$ cat src/rtl/regfile_wb_ctrl.sv
// Register-file writeback controller: ALU result FIFO merged with load responses, load formatting,
// pending-load mask and operand forwarding (forwarding enabled by defining WB_FWD_EN).
module regfile_wb_ctrl #(
  parameter int FIFO_DEPTH = 2,
  parameter int XLEN       = 32
) (
  input  logic            clk,
  input  logic            rst,
  input  logic            alu_valid,
  input  logic [4:0]      alu_rd,
  input  logic [XLEN-1:0] alu_data,
  output logic            alu_ready,
  input  logic            ld_valid,
  input  logic [4:0]      ld_rd,
  input  logic [2:0]      ld_funct3,
  input  logic [1:0]      ld_addr_lo,
  output logic            ld_ready,
  input  logic            mem_rvalid,
  input  logic [XLEN-1:0] mem_rdata,
  output logic            w_enb,
  output logic [4:0]      rd,
  output logic [XLEN-1:0] w_data,
  output logic [31:0]     pend_mask,
  input  logic [4:0]      rs1,
  input  logic [4:0]      rs2,
  input  logic [XLEN-1:0] r_data1_in,
  input  logic [XLEN-1:0] r_data2_in,
  output logic [XLEN-1:0] fwd_data1,
  output logic [XLEN-1:0] fwd_data2,
  output logic            dbg_state
);

  localparam int PW = (FIFO_DEPTH > 1) ? $clog2(FIFO_DEPTH) : 1;
  localparam int CW = PW + 1;
  localparam int OW = $clog2(XLEN);

  typedef enum logic {IDLE = 1'b0, LD_WAIT = 1'b1} state_e;

  state_e            state_q, state_d;
  logic [4:0]        cap_rd_q, cap_rd_d;
  logic [2:0]        cap_f3_q, cap_f3_d;
  logic [1:0]        cap_lo_q, cap_lo_d;
  logic [31:0]       pend_q, pend_d;
  logic [4:0]        fifo_rd_q   [FIFO_DEPTH];
  logic [4:0]        fifo_rd_d   [FIFO_DEPTH];
  logic [XLEN-1:0]   fifo_data_q [FIFO_DEPTH];
  logic [XLEN-1:0]   fifo_data_d [FIFO_DEPTH];
  logic [FIFO_DEPTH-1:0] fifo_vld_q, fifo_vld_d;
  logic [PW-1:0]     wr_ptr_q, wr_ptr_d;
  logic [PW-1:0]     rd_ptr_q, rd_ptr_d;
  logic [CW-1:0]     count_q, count_d;
  logic              w_enb_q, w_enb_d;
  logic [4:0]        rd_q, rd_d;
  logic [XLEN-1:0]   w_data_q, w_data_d;

  logic              fifo_full, fifo_empty, ld_conflict;
  logic              alu_push, ld_push, ld_done, fifo_pop;
  logic [OW-1:0]     byte_off, half_off;
  logic [7:0]        ld_byte;
  logic [15:0]       ld_half;
  logic [XLEN-1:0]   ld_fmt;

  // Handshake: a transfer happens on a cycle where valid && ready; ready never
  // depends on valid of the same channel, and mem_rvalid has no backpressure.
  always_comb begin
    fifo_full   = (count_q == CW'(FIFO_DEPTH));
    fifo_empty  = (count_q == '0);
    ld_conflict = 1'b0;
    for (int i = 0; i < FIFO_DEPTH; i++) begin
      if (fifo_vld_q[i] && (fifo_rd_q[i] == ld_rd)) ld_conflict = 1'b1;
    end
    ld_ready  = (state_q == IDLE) && !ld_conflict;
    alu_ready = !fifo_full &&
                !((state_q == LD_WAIT) && (alu_rd == cap_rd_q) && (alu_rd != 5'd0));
    alu_push  = alu_valid && alu_ready;
    ld_push   = ld_valid && ld_ready;
    ld_done   = (state_q == LD_WAIT) && mem_rvalid;
    fifo_pop  = !ld_done && !fifo_empty;
  end

  always_comb begin
    byte_off = OW'({cap_lo_q, 3'b000});
    half_off = OW'({cap_lo_q[1], 4'b0000});
    ld_byte  = mem_rdata[byte_off +: 8];
    ld_half  = mem_rdata[half_off +: 16];
    case (cap_f3_q)
      3'b000:  ld_fmt = {{(XLEN-8){ld_byte[7]}}, ld_byte};
      3'b001:  ld_fmt = {{(XLEN-16){ld_half[15]}}, ld_half};
      3'b100:  ld_fmt = {{(XLEN-8){1'b0}}, ld_byte};
      3'b101:  ld_fmt = {{(XLEN-16){1'b0}}, ld_half};
      default: ld_fmt = mem_rdata;
    endcase
  end

  always_comb begin
    state_d  = state_q;
    cap_rd_d = cap_rd_q;
    cap_f3_d = cap_f3_q;
    cap_lo_d = cap_lo_q;
    pend_d   = pend_q;
    case (state_q)
      IDLE: begin
        if (ld_push) begin
          state_d  = LD_WAIT;
          cap_rd_d = ld_rd;
          cap_f3_d = ld_funct3;
          cap_lo_d = ld_addr_lo;
          if (ld_rd != 5'd0) pend_d[ld_rd] = 1'b1;
        end
      end
      LD_WAIT: begin
        if (mem_rvalid) begin
          state_d          = IDLE;
          pend_d[cap_rd_q] = 1'b0;
        end
      end
      default: state_d = IDLE;
    endcase
    pend_d[0] = 1'b0;
  end

  // Load response wins the write port; the FIFO head waits a cycle.
  always_comb begin
    w_enb_d     = 1'b0;
    rd_d        = rd_q;
    w_data_d    = w_data_q;
    fifo_rd_d   = fifo_rd_q;
    fifo_data_d = fifo_data_q;
    fifo_vld_d  = fifo_vld_q;
    wr_ptr_d    = wr_ptr_q;
    rd_ptr_d    = rd_ptr_q;
    count_d     = count_q;
    if (ld_done) begin
      w_enb_d  = (cap_rd_q != 5'd0);
      rd_d     = cap_rd_q;
      w_data_d = ld_fmt;
    end else if (fifo_pop) begin
      w_enb_d              = (fifo_rd_q[rd_ptr_q] != 5'd0);
      rd_d                 = fifo_rd_q[rd_ptr_q];
      w_data_d             = fifo_data_q[rd_ptr_q];
      fifo_vld_d[rd_ptr_q] = 1'b0;
      rd_ptr_d             = rd_ptr_q + PW'(1);
    end
    if (alu_push) begin
      fifo_rd_d[wr_ptr_q]   = alu_rd;
      fifo_data_d[wr_ptr_q] = alu_data;
      fifo_vld_d[wr_ptr_q]  = 1'b1;
      wr_ptr_d              = wr_ptr_q + PW'(1);
    end
    case ({alu_push, fifo_pop})
      2'b10:   count_d = count_q + CW'(1);
      2'b01:   count_d = count_q - CW'(1);
      default: count_d = count_q;
    endcase
  end

  always_ff @(posedge clk) begin
    if (!rst) begin
      state_q    <= IDLE;
      cap_rd_q   <= '0;
      cap_f3_q   <= '0;
      cap_lo_q   <= '0;
      pend_q     <= '0;
      fifo_vld_q <= '0;
      wr_ptr_q   <= '0;
      rd_ptr_q   <= '0;
      count_q    <= '0;
      w_enb_q    <= 1'b0;
      rd_q       <= '0;
      w_data_q   <= '0;
      for (int i = 0; i < FIFO_DEPTH; i++) begin
        fifo_rd_q[i]   <= '0;
        fifo_data_q[i] <= '0;
      end
    end else begin
      state_q     <= state_d;
      cap_rd_q    <= cap_rd_d;
      cap_f3_q    <= cap_f3_d;
      cap_lo_q    <= cap_lo_d;
      pend_q      <= pend_d;
      fifo_vld_q  <= fifo_vld_d;
      wr_ptr_q    <= wr_ptr_d;
      rd_ptr_q    <= rd_ptr_d;
      count_q     <= count_d;
      w_enb_q     <= w_enb_d;
      rd_q        <= rd_d;
      w_data_q    <= w_data_d;
      fifo_rd_q   <= fifo_rd_d;
      fifo_data_q <= fifo_data_d;
    end
  end

  assign w_enb     = w_enb_q;
  assign rd        = rd_q;
  assign w_data    = w_data_q;
  assign pend_mask = pend_q;
  assign dbg_state = (state_q == LD_WAIT);

`ifdef WB_FWD_EN
  // Bypass the write landing at the coming edge so decode sees it this cycle.
  always_comb begin
    fwd_data1 = (w_enb_q && (rd_q != 5'd0) && (rd_q == rs1)) ? w_data_q : r_data1_in;
    fwd_data2 = (w_enb_q && (rd_q != 5'd0) && (rd_q == rs2)) ? w_data_q : r_data2_in;
  end
`else
  logic unused_rs;
  assign unused_rs = ^{rs1, rs2};
  assign fwd_data1 = r_data1_in;
  assign fwd_data2 = r_data2_in;
`endif

endmodule

$ cat config.mk
export PLATFORM = sky130hd
export DESIGN_NAME = regfile_wb_ctrl
export DESIGN_NICKNAME = d
export VERILOG_FILES = /design/src/rtl/regfile_wb_ctrl.sv
export SDC_FILE = /design/constraint.sdc
export NUM_CORES = 1
export LEC_CHECK = 0
export ABC_AREA = 1
export BUFFER_PORTS_ARGS = -buffer_cell sky130_fd_sc_hd__buf_2
export CORE_MARGIN = 5
export CORE_UTILIZATION = 46
export DETAILED_ROUTE_END_ITERATION = 16
export MAX_ROUTING_LAYER = met4
export PLACE_DENSITY = 0.84
export SLEW_MARGIN = 20
export SYNTH_ARGS = -nofsm -noshare
export SYNTH_HDL_FRONTEND = slang
export SYNTH_SLANG_ARGS = --single-unit
$ cat constraint.sdc
create_clock -name clk -period 1.9 [get_ports clk]
set_clock_uncertainty 0.05 [all_clocks]
set_input_delay 0.38 -clock clk [delete_from_list [all_inputs] [get_ports clk]]
set_output_delay 0.38 -clock clk [all_outputs]
set_load 0.02 [all_outputs]
Word-level counts from Yosys, hierarchy flattened --
Index checks and enable logic that the tools add are counted.
Storage, ports and cells: bits in registers 161, input bits 158, output and inout port bits 137, logic and storage cells 127
Operators by class: $add $sub $neg 4, magnitude comparators 11, eq/ne operators 12, shift-type cells 2, mux-type cells 40, bitwise gates (word level) 10, reductions and logical operators 31
Operators by type and width (count):
- 32-bit two-way mux | 9
- 32-bit case mux with 4 select lines | 1
- 64-bit bitwise mux | 1
- 32-bit case mux with 2 select lines | 1
- 32-bit AND | 1
- 32-bit demux with 1-bit select | 1
- 32-bit inverter | 1
- 32-bit OR | 1
- 32-bit by 6-bit variable part select with 16-bit output | 1
- 32-bit by 6-bit variable part select with 8-bit output | 1
- 5-bit two-way mux | 6
- 5-bit nonzero test | 4
- 5-bit == test | 3
- 1-bit logical AND | 15
- 5-bit by 6-bit less-than comparator with 1-bit output, second input constant | 2
- 10-bit bitwise mux | 1
- 1-bit demux with 5-bit select | 2
- 5-bit by 1-bit greater-or-equal comparator with 1-bit output, second input constant | 2
- 1-bit two-way mux | 10
- 3-bit == test, second input constant | 2
- 2-bit two-way mux | 3
- 5-bit demux with 1-bit select | 1
- 1-bit zero test | 5
- 2-bit == test, second input constant | 2
- 24 further kinds | 34

Depth between registers and ports, before layout --
Gate-level depths: netlist of the first run.
depth in word-level cells 10, mapped depth 12, gate-level depth less buffers 11

Worst setup path after synthesis of the first run --
No wires, ideal clock.
path kind register to register, from register state_q, in the netlist dbg_state, to register count_q[1], library setup time 0.131 ns, data arrival time 1.744 ns, data required time 1.719 ns, path slack -0.024 ns, cell stages (with the launch flop) 12, path buffers 1, period minus slack after synthesis 1.924 ns, cell sequence dfxtp_1 inv_1 a21oi_1 nand2_1 nor2_1 a21boi_4 buf_6 nand2_1 ha_1 nor2_1 and3_1 nor3_1
Between the ends: word-level cells in the longest chain between the ends 7, elaborated cells on any way between the ends 12, classes of those cells 2 x eq/ne; 1 x mux; 9 x reduce/logical
Ends and longest elaborated chain:
- start: declaration | RTL line 39 | state_e state_q, state_d;
- start signal: assignment | RTL line 176 | state_q <= state_d;
- 1-bit logical AND (2 in a row) | RTL line 74 | !((state_q == LD_WAIT) && (alu_rd == cap_rd_q) && (alu_rd != 5'd0));
- 1-bit zero test | RTL line 74
- 1-bit logical AND | RTL line 73 | alu_ready = !fifo_full &&
- 1-bit logical AND | RTL line 75 | alu_push = alu_valid && alu_ready;
- 2-bit by 1-bit == test with 1-bit output or 2-bit == test (tied branches) | RTL line 150 | case ({alu_push, fifo_pop})
- 2-bit case mux with 2 select lines or 2-bit nonzero test (tied branches)
- end signal: assignment | RTL line 184 | count_q <= count_d;
- end: declaration | RTL line 51 | logic [CW-1:0] count_q, count_d;
Several ways; a longest one is shown, not always the timed one. A chain may end at the register's enable or synchronous reset.

Final worst setup path of the first run --
from register fifo_rd_q[3] (netlist bit), to output port ld_ready
Between the ends: word-level cells in the longest chain between the ends 5
Ends and longest elaborated chain:
- start: declaration | RTL line 44 | logic [4:0] fifo_rd_q [FIFO_DEPTH];
- start signal: assignment | RTL line 188 | fifo_rd_q <= fifo_rd_d;
- 5-bit == test | RTL line 70 | if (fifo_vld_q[i] && (fifo_rd_q[i] == ld_rd)) ld_conflict = 1'b1;
- 1-bit logical AND | RTL line 70
- 1-bit two-way mux | RTL line 70
- 1-bit zero test | RTL line 72 | ld_ready = (state_q == IDLE) && !ld_conflict;
- 1-bit logical AND | RTL line 72
- end: declaration | RTL line 17 | output logic ld_ready,
No other way between the ends.

==> flow_summary_export.csv, run 1 <==
group,metric,value,unit
outcome,status,"finished, violations left",
outcome,violations,"setup timing",
power_and_ir_drop,ir_worst_vdd,0.0008596,V
grt,grt_pass1_wl,46200,µm
sta,post-route-period-util,101.4,%
worst_setup_path,criticalPathCategory,"reg -> out",
detailed_routing,drtAntennaViolNets,0,
cells_and_area,multi_input_area,4377,µm²
sta,hold_violations,0,
place,hpwl,20840,µm
place,gp_congestion,1.020,
synth,netlist_instances,1357,
synth,syn-cell-area,8887,µm²
power_and_ir_drop,p_leak,4.849,nW
synth,yosysSeqAreaShare,36.04,%
detailed_routing,drt_iter0_markers,1031,
worst_setup_path,crit_start,"fifo_rd_q[3]",
place,io_buffers,155,
synth,synth_seq_cells,160,
place,place_ws,-0.1256,ns
grt,grt_max_degree,60,
clocking,cts.sinks,160,
clocking,htreeDepth,4,
hold_path,hold_path_class,"in -> reg",
run,maxCapViolCount,0,
worst_setup_path,crit_required,1.47,ns
detailed_routing,wl_per_cell,17.09,µm
power_and_ir_drop,p_seq_share,35.9,%
detailed_routing,vias,9659,
clocking,cts_hold_buffers,0,
worst_setup_path,reg2reg_slack,0.07,ns
worst_setup_path,crit_path_cell_trace,"inv_1, nand2_2, nand2_2, nor2_4, nand3_2, nand3_2, inv_1, buf_2",
clocking,clk_path_buf_depth,2,
sta,clock.fmax,518.9,MHz
worst_setup_path,startpoint_type,"flip-flop",
sta,drv_slew,0,
worst_setup_path,critPathSlowestCell,"dfxtp_2",
synth,synth-main-ff-cell,"dfxtp_1",
power_and_ir_drop,clkPwrFrac,31.4,%
grt,grt_pass1_vias,8911,
worst_setup_path,critPathMaxFanout,3,
detailed_routing,viasPerCell,5.538,
synth,synth.avg_cell_area,6.549,µm²
synth,syn-num-nets,1516,
worst_setup_path,arrival,1.50,ns
synth,synth_edf_count,0,
synth,yosys_warnings,0,
cells_and_area,post-route-util,56.71,%
die,row_count,50,
worst_setup_path,endpoint_kind,"output port",
sta,setup_violations,2,
cells_and_area,fin_nets,1625,
die,die-area,22200,µm²
die,die_w,149.0,µm
die,initial_core_util,47.04,%
cells_and_area,seq_area,3218,µm²
power_and_ir_drop,p_int,7.188,mW
detailed_routing,drc,0,
clocking,cts.clk_slew.worst_paths,0.08,ns
worst_setup_path,r2r_start,"cap_rd_q[4]",
sta,fin_ws,-0.02718,ns
clocking,root_buffer,"clkbuf_16",
grt,track_usage,26.67,%
die,top_level_ports,295,
grt,overflow,0,
cells_and_area,fillers,1763,
die,fp.coreArea,18890,µm²
clocking,cts_tree,"done",
synth,synth.distinct_cells,41,
worst_setup_path,crit_end,"ld_ready",
power_and_ir_drop,p_sw_share,37.95,%
detailed_routing,wl,29800,µm
power_and_ir_drop,power.density,1081,nW/µm²
synth,synth-async-reset-ratio,0,%
sta,final.min_clock_period,1.927,ns
die,dieHeight,149.0,µm
power_and_ir_drop,combPwrFrac,32.7,%
sta,rsz0062_at_grt,"true",
power_and_ir_drop,p_switching,4.397,mW
grt,antenna_found_initial,5,
worst_setup_path,r2r_end,"fifo_data_q[35]",
worst_setup_path,reg2regPathDepth,11,
cells_and_area,syn_to_final_growth,20.55,%
clocking,cts_buffers,17,
worst_setup_path,critPathMaxStageDelay,0.33,ns
cells_and_area,final_layout_size_suffix_gt1_share,21.70,%
clocking,worstSkewPairLatency,0.44,ns
detailed_routing,drtPass1Iterations,6,
-- registers in the layout (all words and copies together) (netlist names) --
register     flops
rd_ptr_q         1
count_q          2
fifo_rd_q       10
pend_mask       31
cap_f3_q         3
cap_lo_q         2
fifo_vld_q       2
rd               5
dbg_state        1
fifo_data_q     64
wr_ptr_q         1
w_data          32
cap_rd_q         5
w_enb            1
-- power by group through the flow --
stage	logic, mW	registers, mW	clock network [mW]
floorplan	2.25	4.38	0
global placement	3.49	4.20	0
detailed placement	3.55	4.21	0
CTS	3.63	4.15	3.67
global route	4.11	4.20	3.81
finish	3.79	4.16	3.63
-- cells in the mapped netlist (all sizes together), types with 2 or more instances --
cell type,instances,area (µm²)
nor3,19,95.09
inv,123,461.7
nand3,29,155.2
a21oi,131,655.6
o22ai,2,12.51
o31ai,2,15.01
a41oi,4,35.03
buf,101,725.7
a211oi,4,30.03
o211ai,20,150.1
dfxtp,160,3203
a221oi,23,201.4
nand4,61,381.6
nor2,247,932.1
clkbuf,52,197.7
nand2,283,1065
o21ai,76,384.1
xnor2,2,17.52
a31oi,4,25.02
a2bb2oi,3,26.28
-- final cells by class --
| class | instances | share of cell area (%) |
|---|---|---|
| multi-input combinational | 920 | 40.85 |
| sequential | 160 | 30.04 |
| timing repair buffer | 243 | 15.71 |
| inverter | 124 | 4.391 |
| clock buffer | 18 | 4.099 |
| tap | 260 | 3.036 |
| clock inverter | 14 | 1.763 |
| antenna | 5 | 0.1168 |
-- routing by layer --
layer	global-route usage, %	wire length, µm	part of all wire [%]
met5	-	0	0
met1	32.17	11450	38
met3	7.840	3509	12
met2	42.27	14040	47
met4	10.07	813	2.7
-- repair_timing --
item,in CTS,in global routing
pin swaps,6,2
endpoints found under the setup margin,2,34
resized for setup,27,14
setup buffers,6,1
gates cloned,0,1
-- worst min-delay path by stage --
stage	from	endpoint	slack (ns)	cells past startpoint
after detailed placement	pend_mask[28]	pend_mask[28]	0.39	2
after CTS	alu_data[29]	fifo_data_q[29]	0.12	3
after global placement	pend_mask[28]	pend_mask[28]	0.39	2
after floorplan	fifo_data_q[32]	fifo_data_q[32]	0.39	2
final	alu_data[29]	fifo_data_q[29]	0.13	3
after global routing	alu_data[18]	fifo_data_q[18]	0.13	3
-- worst max-delay path, delay by kind of cell, from the launching register on --
family,cells,cell delay [ns]
flops,1,0.33
simple gates,5,0.44
buf+inv,3,0.28
-- metrics by stage --
step                      area [µm²]  TNS (ns)  cells  hold slack, ns  total power [mW]
after global placement          9867    -1.209   1699          0.3884             7.686
after global routing           10710   -0.4750   1744          0.1305             12.12
after detailed placement        9867    -2.780   1699          0.3945             7.758
after floorplan                 8889         0   1357          0.3865             6.630
after CTS                      10610  -0.01991   1737          0.1184             11.45
final                          10710  -0.04766   1744          0.1276             11.59
-- layout by cell type (no fill, tap or decap), types with 16 or more instances in the layout --
| cell type | n |
|---|---|
| nand4_1 | 61 |
| buf_2 | 154 |
| inv_1 | 115 |
| a221oi_1 | 23 |
| nand3_1 | 24 |
| nor3_1 | 18 |
| nor2_1 | 238 |
| buf_4 | 66 |
| o21ai_0 | 73 |
| clkbuf_16 | 18 |
| o211ai_1 | 20 |
| nand2_1 | 280 |
| dfxtp_1 | 148 |
| buf_12 | 16 |
| a21oi_1 | 129 |
-- kinds of logic (layout without fill, tap and decap cells) --
group,count (synthesis),count (layout),share of synthesized area [%]
buffers and inverters,277,399,15.63
and+or+nand+nor,641,641,29.87
AOI/OAI and AO/OA,275,275,18.08
xor gates and xnor gates,2,2,0.1971
other,1,6,0.04220
DFF,160,160,36.04
adders and majority gates,1,1,0.1408
Power figures use the tool's default switching activity.
==> run 2: changes to the inputs <==
--- a/config.mk
+++ b/config.mk
@@ -8,10 +8,11 @@
 export ABC_AREA = 1
 export BUFFER_PORTS_ARGS = -buffer_cell sky130_fd_sc_hd__buf_2
 export CORE_MARGIN = 5
-export CORE_UTILIZATION = 46
+export CORE_UTILIZATION = 30
 export DETAILED_ROUTE_END_ITERATION = 16
 export MAX_ROUTING_LAYER = met4
-export PLACE_DENSITY = 0.84
+export PLACE_DENSITY = 0.61
+export SKIP_CTS_REPAIR_TIMING = 1
 export SLEW_MARGIN = 20
 export SYNTH_ARGS = -nofsm -noshare
 export SYNTH_HDL_FRONTEND = slang
==> constraint.sdc (replaced) <==
create_clock -name clk -period 1.7 [get_ports clk]
set_clock_uncertainty 0.05 [all_clocks]
set_input_delay 0.34 -clock clk [delete_from_list [all_inputs] [get_ports clk]]
set_output_delay 0.34 -clock clk [all_outputs]
set_load 0.02 [all_outputs]
==> run 2 against run 1 <==
Compared with the run above: the flow still finishes with violations (setup timing); sequential share of layout area shrank 1.5 points; global-route usage shrank 7.6 points; combinational power grew 26%; register-to-register slack lost 0.34 ns; clock-buffer cell count is the same; critical path depth shrank 2; die area grew 49%; first-iteration DRC count shrank 13%; flip-flop and latch count is the same; critical endpoint is now alu_ready; setup slack lost 0.29 ns; sequential power grew 13%; power grew 18%.
==> flow_summary_export.csv, run 2 (synthesis results as in run 1) <==
group,metric,value,unit
sta,rsz0062_at_grt,"true",
power_and_ir_drop,power.density,1208,nW/µm²
sta,tightest_slew,0.5239,ns
worst_setup_path,critPathSlowestCell,"dfxtp_2",
sta,fin_ws,-0.3150,ns
grt,top_usage_layer,"met2",
grt,antenna_found_initial,1,
cells_and_area,fin_nets,1659,
cells_and_area,largest_reg_flops,64,
outcome,violations,"setup timing",
outcome,status,"finished, violations left",
place,gp_congestion,0.9200,
run,maxCapViolCount,0,
place,hpwl,23130,µm
power_and_ir_drop,p_leak,5.056,nW
die,die-area,33170,µm²
grt,met1_usage,24.83,%
grt,grt_use_met3,3.588,%
sta,hold_violations,0,
detailed_routing,wl_per_cell,17.40,µm
detailed_routing,drt_iter0_markers,896,
detailed_routing,drtAntennaViolNets,0,
detailed_routing,vias,9632,
worst_setup_path,startpoint_type,"flip-flop",
grt,overflow,0,
clocking,cts_buffers,17,
place,io_buffers,155,
detailed_routing,viasPerCell,5.059,
clocking,cts_tree,"done",
clocking,worstSkewPairLatency,0.43,ns
detailed_routing,drc,0,
clocking,clk_path_buf_depth,2,
cells_and_area,syn_to_final_growth,27.21,%
worst_setup_path,cp_common_cell,"buf_6",
sta,fin_setup_tns,-13.27,ns
grt,track_usage,19.05,%
die,die_w,182.1,µm
worst_setup_path,criticalPathCategory,"reg -> out",
grt,grt_pass1_wl,49500,µm
cells_and_area,multi_input_area,4536,µm²
die,fp.coreArea,29480,µm²
hold_path,hold_path_class,"in -> reg",
clocking,cts.clk_slew.worst_paths,0.08,ns
power_and_ir_drop,finalPower,13.66,mW
cells_and_area,final_cell_mix,"nand2_1 (276), nor2_1 (234), buf_2 (153), dfxtp_1 (146), a21oi_1 (117)",
cells_and_area,fillers,3197,
sta,drv_slew,0,
die,dieHeight,182.1,µm
place,place_ws,-0.2745,ns
clocking,htreeDepth,4,
sta,setup_violations,80,
cells_and_area,final_layout_size_suffix_gt1_share,25.97,%
grt,grt_pass1_vias,9093,
grt,grt_max_degree,56,
die,initial_core_util,30.15,%
cells_and_area,final_common_cell,"nand2_1",
die,row_count,63,
clocking,cts.sinks,160,
worst_setup_path,arrival,1.62,ns
worst_setup_path,endpoint_kind,"output port",
detailed_routing,drtPass1Iterations,5,
worst_setup_path,critPathMaxFanout,5,
grt,met2_usage,30.37,%
sta,relSlewSlack,65.07,%
worst_setup_path,crit_path_cell_trace,"inv_4, o22ai_2, nor2_2, a21boi_4, buf_6, buf_6",
sta,clock.fmax,496.3,MHz
die,top_level_ports,295,
sta,post-route-period-util,118.5,%
worst_setup_path,critPathMaxStageDelay,0.35,ns
sta,final.min_clock_period,2.015,ns
cells_and_area,seq_area,3226,µm²
clocking,root_buffer,"clkbuf_16",
power_and_ir_drop,ir_worst_vdd,0.0007486,V
cells_and_area,regMostFlops,"fifo_data_q",
worst_setup_path,crit_required,1.31,ns
detailed_routing,wl,33130,µm
[run 2: cell count changes in the layout (fill, tap and decap cells not counted), moves of 7 or more]
| cell | previous run | this run |
|---|---|---|
| a21oi_1 | 129 | 117 |
| a21oi_2 | 2 | 14 |
| a221oi_1 | 23 | 12 |
| buf_4 | 66 | 95 |
| a221oi_2 | 0 | 11 |
| buf_6 | 5 | 12 |
[run 2: per-layer routing]
metal  wire (µm)  up-vias  part of all wire [%]
li1            -     4671                     -
met1       14280     4461                    43
met2       15450      433                    47
met3        2560       67                   7.7
met4         837        0                   2.5
met5           0        -                     0
[run 2: through the flow]
step | util [%] | hold slack, ns | instances | cell area, µm²
after floorplan | - | 0.3865 | 1357 | 8921
after global placement | 34.43 | 0.3919 | 1852 | 10150
after detailed placement | 34.43 | 0.3973 | 1852 | 10150
after CTS | 36.56 | 0.08191 | 1884 | 10780
after global routing | 38.35 | 0.08738 | 1904 | 11310
final | 38.35 | 0.08714 | 1904 | 11310
[run 2: area by class of cell]
cell class / instances / area share [%]
Clock buffer: 18 / 3.884
Tap cell: 390 / 4.316
Inverter: 124 / 4.205
Timing Repair Buffer: 276 / 17.20
Clock inverter: 14 / 1.682
Multi-Input combinational cell: 920 / 40.12
Antenna cell: 1 / 0.02213
Sequential cell: 160 / 28.53
Timing Repair inverter: 1 / 0.04427
[run 2: critical path: cells and delay by family (launching register included)]
| family | cells | cell delay (ns) |
|---|---|---|
| buffers and inverters | 3 | 0.34 |
| and+or+nand+nor | 1 | 0.07 |
| AOI/OAI and AO/OA | 2 | 0.43 |
| DFF | 1 | 0.35 |
[run 2: report_power, final]
part / switching (mW) / leakage (nW) / internal (mW) / total, mW
sequential: 0.391 / 1.31 / 4.31 / 4.70
combinational: 2.92 / 3.43 / 1.87 / 4.78
clock: 1.89 / 0.309 / 2.30 / 4.18
total: 5.19 / 5.06 / 8.47 / 13.7
[run 2: path summary, 6_finish.rpt]
| path | from | end | slack [ns] | depth (start not counted) |
|---|---|---|---|---|
| hold / removal | alu_data[16] | fifo_data_q[16] | 0.09 | 3 |
| setup / recovery | cap_rd_q[0] | alu_ready | -0.31 | 6 |
| hold reg to reg | pend_mask[21] | pend_mask[21] | 0.40 | 2 |
| setup reg to reg | cap_rd_q[0] | fifo_data_q[56] | -0.27 | 12 |
